===== src/rtl/mem_arbiter.sv =====
// Two-port (fetch/data) arbiter onto a single memory port with a data-side streak limit.
// Optional bus timeout: define MEM_ARB_TIMEOUT_EN to abort transactions after TIMEOUT_CYCLES.
module mem_arbiter #(
    parameter int TIMEOUT_CYCLES = 16,
    parameter int STREAK_MAX     = 2
) (
    input  logic        clk,
    input  logic        rst,
    input  logic        if_req,
    input  logic [31:0] if_addr,
    output logic        if_gnt,
    output logic        if_valid,
    output logic [31:0] if_rdata,
    input  logic        d_req,
    input  logic        d_we,
    input  logic [31:0] d_addr,
    input  logic [31:0] d_wdata,
    output logic        d_gnt,
    output logic        d_valid,
    output logic [31:0] d_rdata,
    output logic        mem_req,
    output logic        mem_we,
    output logic [31:0] mem_addr,
    output logic [31:0] mem_wdata,
    input  logic [31:0] mem_rdata,
    input  logic        mem_ack,
    output logic        busy,
    output logic        err
);

    typedef enum logic [1:0] {
        IDLE    = 2'd0,
        D_BUSY  = 2'd1,
        IF_BUSY = 2'd2
    } state_t;

    localparam int STREAK_W = (STREAK_MAX < 2) ? 1 : $clog2(STREAK_MAX + 1);
    localparam logic [STREAK_W-1:0] STREAK_TOP = STREAK_W'(STREAK_MAX);

    if (STREAK_MAX < 1) begin : g_bad_streak
        $error("mem_arbiter: STREAK_MAX must be at least 1");
    end
    if (TIMEOUT_CYCLES < 1) begin : g_bad_timeout
        $error("mem_arbiter: TIMEOUT_CYCLES must be at least 1");
    end

    state_t              state, state_nxt;
    logic [STREAK_W-1:0] d_streak, d_streak_nxt;

    logic        if_gnt_nxt, if_valid_nxt, d_gnt_nxt, d_valid_nxt;
    logic [31:0] if_rdata_nxt, d_rdata_nxt;
    logic        mem_req_nxt, mem_we_nxt, busy_nxt;
    logic [31:0] mem_addr_nxt, mem_wdata_nxt;

    logic streak_full, grant_d, grant_if;

    // Data wins unless it has already taken STREAK_MAX grants in a row over a waiting fetch.
    assign streak_full = (d_streak == STREAK_TOP);
    assign grant_d     = d_req && !(if_req && streak_full);
    assign grant_if    = if_req && !grant_d;

`ifdef MEM_ARB_TIMEOUT_EN
    localparam int TO_W = (TIMEOUT_CYCLES < 2) ? 1 : $clog2(TIMEOUT_CYCLES);
    localparam logic [TO_W-1:0] TO_LAST = TO_W'(TIMEOUT_CYCLES - 1);

    logic [TO_W-1:0] to_cnt, to_cnt_nxt;
    logic            expire, err_nxt, err_q;

    assign expire = (to_cnt == TO_LAST);
    assign err    = err_q;
`else
    assign err = 1'b0;
`endif

    always_comb begin
        state_nxt     = state;
        d_streak_nxt  = d_streak;
        if_gnt_nxt    = 1'b0;
        d_gnt_nxt     = 1'b0;
        if_valid_nxt  = 1'b0;
        d_valid_nxt   = 1'b0;
        if_rdata_nxt  = if_rdata;
        d_rdata_nxt   = d_rdata;
        mem_req_nxt   = mem_req;
        mem_we_nxt    = mem_we;
        mem_addr_nxt  = mem_addr;
        mem_wdata_nxt = mem_wdata;
        busy_nxt      = busy;
`ifdef MEM_ARB_TIMEOUT_EN
        to_cnt_nxt    = to_cnt;
        err_nxt       = 1'b0;
`endif

        case (state)
            IDLE: begin
                mem_req_nxt = 1'b0;
                busy_nxt    = 1'b0;
                if (grant_d) begin
                    state_nxt     = D_BUSY;
                    d_gnt_nxt     = 1'b1;
                    mem_req_nxt   = 1'b1;
                    busy_nxt      = 1'b1;
                    mem_we_nxt    = d_we;
                    mem_addr_nxt  = d_addr;
                    mem_wdata_nxt = d_wdata;
                    if (if_req) begin
                        if (!streak_full) begin
                            d_streak_nxt = d_streak + STREAK_W'(1);
                        end
                    end else begin
                        d_streak_nxt = '0;
                    end
`ifdef MEM_ARB_TIMEOUT_EN
                    to_cnt_nxt = '0;
`endif
                end else if (grant_if) begin
                    state_nxt     = IF_BUSY;
                    if_gnt_nxt    = 1'b1;
                    mem_req_nxt   = 1'b1;
                    busy_nxt      = 1'b1;
                    mem_we_nxt    = 1'b0;
                    mem_addr_nxt  = if_addr;
                    mem_wdata_nxt = '0;
                    d_streak_nxt  = '0;
`ifdef MEM_ARB_TIMEOUT_EN
                    to_cnt_nxt = '0;
`endif
                end
            end

            D_BUSY, IF_BUSY: begin
                if (mem_ack) begin
                    state_nxt   = IDLE;
                    mem_req_nxt = 1'b0;
                    busy_nxt    = 1'b0;
                    if (state == D_BUSY) begin
                        d_valid_nxt = 1'b1;
                        d_rdata_nxt = mem_rdata;
                    end else begin
                        if_valid_nxt = 1'b1;
                        if_rdata_nxt = mem_rdata;
                    end
                end
`ifdef MEM_ARB_TIMEOUT_EN
                // A late ack on the expiry edge still completes normally (checked first above).
                else if (expire) begin
                    state_nxt   = IDLE;
                    mem_req_nxt = 1'b0;
                    busy_nxt    = 1'b0;
                    err_nxt     = 1'b1;
                    if (state == D_BUSY) begin
                        d_valid_nxt = 1'b1;
                        d_rdata_nxt = '0;
                    end else begin
                        if_valid_nxt = 1'b1;
                        if_rdata_nxt = '0;
                    end
                end else begin
                    to_cnt_nxt = to_cnt + TO_W'(1);
                end
`endif
            end

            default: begin
                state_nxt   = IDLE;
                mem_req_nxt = 1'b0;
                busy_nxt    = 1'b0;
            end
        endcase
    end

    // Reset clears every output, including read data, so a dropped transaction leaves no trace.
    always_ff @(posedge clk) begin
        if (!rst) begin
            state     <= IDLE;
            d_streak  <= '0;
            if_gnt    <= 1'b0;
            d_gnt     <= 1'b0;
            if_valid  <= 1'b0;
            d_valid   <= 1'b0;
            if_rdata  <= '0;
            d_rdata   <= '0;
            mem_req   <= 1'b0;
            mem_we    <= 1'b0;
            mem_addr  <= '0;
            mem_wdata <= '0;
            busy      <= 1'b0;
`ifdef MEM_ARB_TIMEOUT_EN
            to_cnt    <= '0;
            err_q     <= 1'b0;
`endif
        end else begin
            state     <= state_nxt;
            d_streak  <= d_streak_nxt;
            if_gnt    <= if_gnt_nxt;
            d_gnt     <= d_gnt_nxt;
            if_valid  <= if_valid_nxt;
            d_valid   <= d_valid_nxt;
            if_rdata  <= if_rdata_nxt;
            d_rdata   <= d_rdata_nxt;
            mem_req   <= mem_req_nxt;
            mem_we    <= mem_we_nxt;
            mem_addr  <= mem_addr_nxt;
            mem_wdata <= mem_wdata_nxt;
            busy      <= busy_nxt;
`ifdef MEM_ARB_TIMEOUT_EN
            to_cnt    <= to_cnt_nxt;
            err_q     <= err_nxt;
`endif
        end
    end

endmodule


===== config.mk =====
export PLATFORM = sky130hd
export DESIGN_NAME = mem_arbiter
export DESIGN_NICKNAME = d
export VERILOG_FILES = /design/src/rtl/mem_arbiter.sv
export SDC_FILE = /design/constraint.sdc
export NUM_CORES = 1
export LEC_CHECK = 0
export ABC_AREA = 1
export CELL_PAD_IN_SITES_DETAIL_PLACEMENT = 1
export CELL_PAD_IN_SITES_GLOBAL_PLACEMENT = 1
export CORE_MARGIN = 5
export CORE_UTILIZATION = 35
export CTS_CLUSTER_SIZE = 8
export DETAILED_ROUTE_END_ITERATION = 10
export DONT_BUFFER_PORTS = 1
export PLACE_DENSITY = 0.73
export SLEW_MARGIN = 20
export SYNTH_ARGS = -nofsm -noshare
export SYNTH_HDL_FRONTEND = slang
export SYNTH_SLANG_ARGS = --single-unit

===== constraint.sdc =====
create_clock -name clk -period 1.69 [get_ports clk]
set_input_delay 0.338 -clock clk [delete_from_list [all_inputs] [get_ports clk]]
set_output_delay 0.338 -clock clk [all_outputs]
set_load 0.1 [all_outputs]

==> impl_metrics.yaml <==
flow_run:
  drv_cap: 0
drt:
  dr.first_iter.drc_count: 234
  wl_mm: 17.9
  routedWlPerCell_um: 16.7
  viasPerCell: 4.94
  first_pass_iters: 4
  detail-route-antenna-nets: 0
  dr_total_vias: 5281
  drcViolationCount: 0
timing:
  rsz0062_at_grt: "no"
  setup-tns-final_ps: 0
  worst_slack_ps: 112
  fmax_mhz: 634
  setup_viol: 0
  finalHoldViolCount: 0
  skew_ps: 7.55
  final_min_period_over_clock_period_pct: 93.4
  fin_crit_ps: 1580
  fin_hold_ws_ps: 62.5
  drv_slew: 0
grt:
  first_global_vias: 5547
  antenna_found_initial: 0
  grt_overflow_total: 0
  grt_max_degree: 101
  grt_use_total_pct: 19.4
  grt_pass1_wl_mm: 28.3
placed_design:
  hpwl_mm: 12.9
  dp_slack_ps: 46.5
  routabilityCongestion: 0.773
  port_buffers: 0
hold_path:
  hold_path_end: "d_rdata[21]"
  min_from: "rst"
  hold_path.class: "in2reg"
  hold_path_depth: 2
critical_path:
  startpoint: "state[1]"
  worstSetupEndpointType: "flip-flop"
  start_kind: "flip-flop"
  rr_startpoint: "state[1]"
  r2r-end: "d_rdata[28]"
  path_cells: "inv_1, ha_1, nand2_1, inv_1, buf_12, nor2_1, nor2_1"
  crit_type: "reg2reg"
  max_stage_delay_ps: 320
  cp_num_buf_inv: 3
  path_max_fanout: 24
  arrival_ps: 1920
  cp_slowest_cell: "inv_1"
  crit_family: "buffers and inverters"
  reg2reg_depth: 7
  crit_required_ps: 2030
  ff2ff_setup_slack_ps: 110
die:
  die_h_um: 134
  initial_core_util_pct: 35.6
  dieWidth_um: 134
  rows: 45
  die_area_sq_um: 18100
  io_pins: 270
  core_sq_um: 15200
finish:
  nFillCells: 1888
  diodes: 0
  nets: 1005
  drive_gt1_share_pct: 21.9
  area_delta_synth_final_pct: 33.8
logic_synthesis:
  synth_top_cell_by_area: "dfxtp_1"
  yosys_most_used_dff: "dfxtp_1"
  ys_top_cells_by_area: "dfxtp_1, nor2_1, nand2_1"
  syn-cell-area_sq_um: 5420
  yosys_warnings: 0
  ys_types: 25
  async_reset_ff_share_pct: 0
  avgSynthCellArea_sq_um: 7.22
  synth_seq_area_share_pct: 51.0
  synth_nets: 887
  synth-seq-cells: 138
  synth_top_area_share_pct: 51.0
  netlist_instances: 750
  synth_edf_count: 0
clock_tree:
  cts.root.buffer_cell: "clkbuf_16"
  worstSkewPairLatency_ps: 410
  cts_buffers: 17
  cts_tree: "done"
  htreeDepth: 4
  cts.sinks: 138
  max-clock-path-buffers: 2
  clk_pin_slew_ps: 60
  hold_buffers: 0
pwr:
  p_sw_mw: 4.52
  peakVddDrop_mv: 0.632
  pwr-share-comb_pct: 31.8
  power.density_nw_per_um2: 1560
  switching_share_pct: 39.9
  p_int_mw: 6.81
  clockPowerShare_pct: 35.8
  seq_power_share_pct: 32.3
  p_leak_nw: 3.43
outcome:
  status: "completed"
[layout by cell type (no fill, tap or decap), drive strengths merged]
cell type	instances
nor2	231
buf	148
nand2	144
dfxtp	138
o21ai	98
inv	49
a21oi	38
clkbuf	18
bufinv	4
nand3	3
ha	3
clkinvlp	2
clkinv	2
nand3b	1
nor3	1
conb	1
[worst register-to-register path: cells and delay by family (launching register included)]
family,cells,cell delay (ps)
adder cells (fa/ha/maj),1,240
buffers and inverters,3,650
flip-flops,1,310
AND/OR/NAND/NOR,3,320
[state kept, by name (all words and copies together), names as in the netlist]
signal / flops
if_valid: 1
mem_wdata: 32
if_gnt: 1
state: 2
mem_we: 1
d_gnt: 1
if_rdata: 32
d_valid: 1
busy: 1
d_rdata: 32
mem_addr: 32
d_streak: 2
[synth_stat cells (2+ instances only)]
cell	instances
a21oi_1	37
buf_2	15
buf_4	10
buf_6	7
clkbuf_1	16
dfxtp_1	138
ha_1	3
inv_1	41
inv_2	2
nand2_1	142
nand3_1	2
nor2_1	227
nor2_2	2
nor2_4	2
o21ai_0	86
o21ai_1	11
[logic make-up (layout without fill, tap and decap cells)]
| family | Yosys count | in the layout | synth area share (%) |
|---|---|---|---|
| other cells | 1 | 1 | 0.0692 |
| flops | 138 | 138 | 51.0 |
| compound gates | 136 | 136 | 12.7 |
| fa+ha+maj | 3 | 3 | 0.693 |
| simple gates | 380 | 380 | 27.1 |
| buf+inv | 92 | 223 | 8.41 |
[power by group through the flow]
stage          clock network (mW)  registers (mW)  logic [mW]
3_5_place_dp                    0            3.73        3.60
6_report                     4.06            3.66        3.61
3_3_place_gp                    0            3.71        3.52
4_1_cts                      4.15            3.67        3.61
2_1_floorplan                   0            5.82       0.796
5_1_grt                      4.29            3.69        3.79
[what timing repair did]
item | 4_1_cts | 5_1_grt
setup buffers | 0 | 2
setup endpoints to repair | 0 | 34
gates resized for setup | 0 | 2
[worst max path at each step]
stage	cells past startpoint	slack, ps	endpoint
3_3_place_gp	8	180	if_rdata[17]
2_1_floorplan	8	270	if_rdata[10]
6_report	7	110	d_rdata[28]
5_1_grt	7	10	d_rdata[28]
3_5_place_dp	8	50	if_rdata[18]
4_1_cts	7	2	if_rdata[21]
[per-stage QoR]
stage / util [%] / area [sq um] / instances / total power, mW
after floorplan: - / 5420 / 750 / 6.62
after global placement: 43.2 / 6570 / 1035 / 7.24
after detailed placement: 43.2 / 6570 / 1035 / 7.33
after CTS: 47.5 / 7220 / 1067 / 11.4
after global routing: 47.7 / 7250 / 1069 / 11.8
final: 47.7 / 7250 / 1069 / 11.3
[per-layer routing]
layer,track usage (%),vias to the layer above,routed length (um)
li1,-,2565,-
met1,20.9,2486,6920
met2,34.7,202,9010
met3,7.35,28,1590
met4,7.01,0,379
met5,0,-,0
[cell type report]
| class | instances | area, sq um | share of cell area (%) |
|---|---|---|---|
| clock buffers | 18 | 439 | 6.06 |
| clock inverters | 14 | 210 | 2.90 |
| inverters | 43 | 161 | 2.23 |
| multi-input cells | 520 | 2220 | 30.6 |
| flip-flops and latches | 138 | 2760 | 38.1 |
| well taps | 188 | 235 | 3.24 |
| repair buffers | 148 | 1220 | 16.9 |
Power figures use the tool's default switching activity.
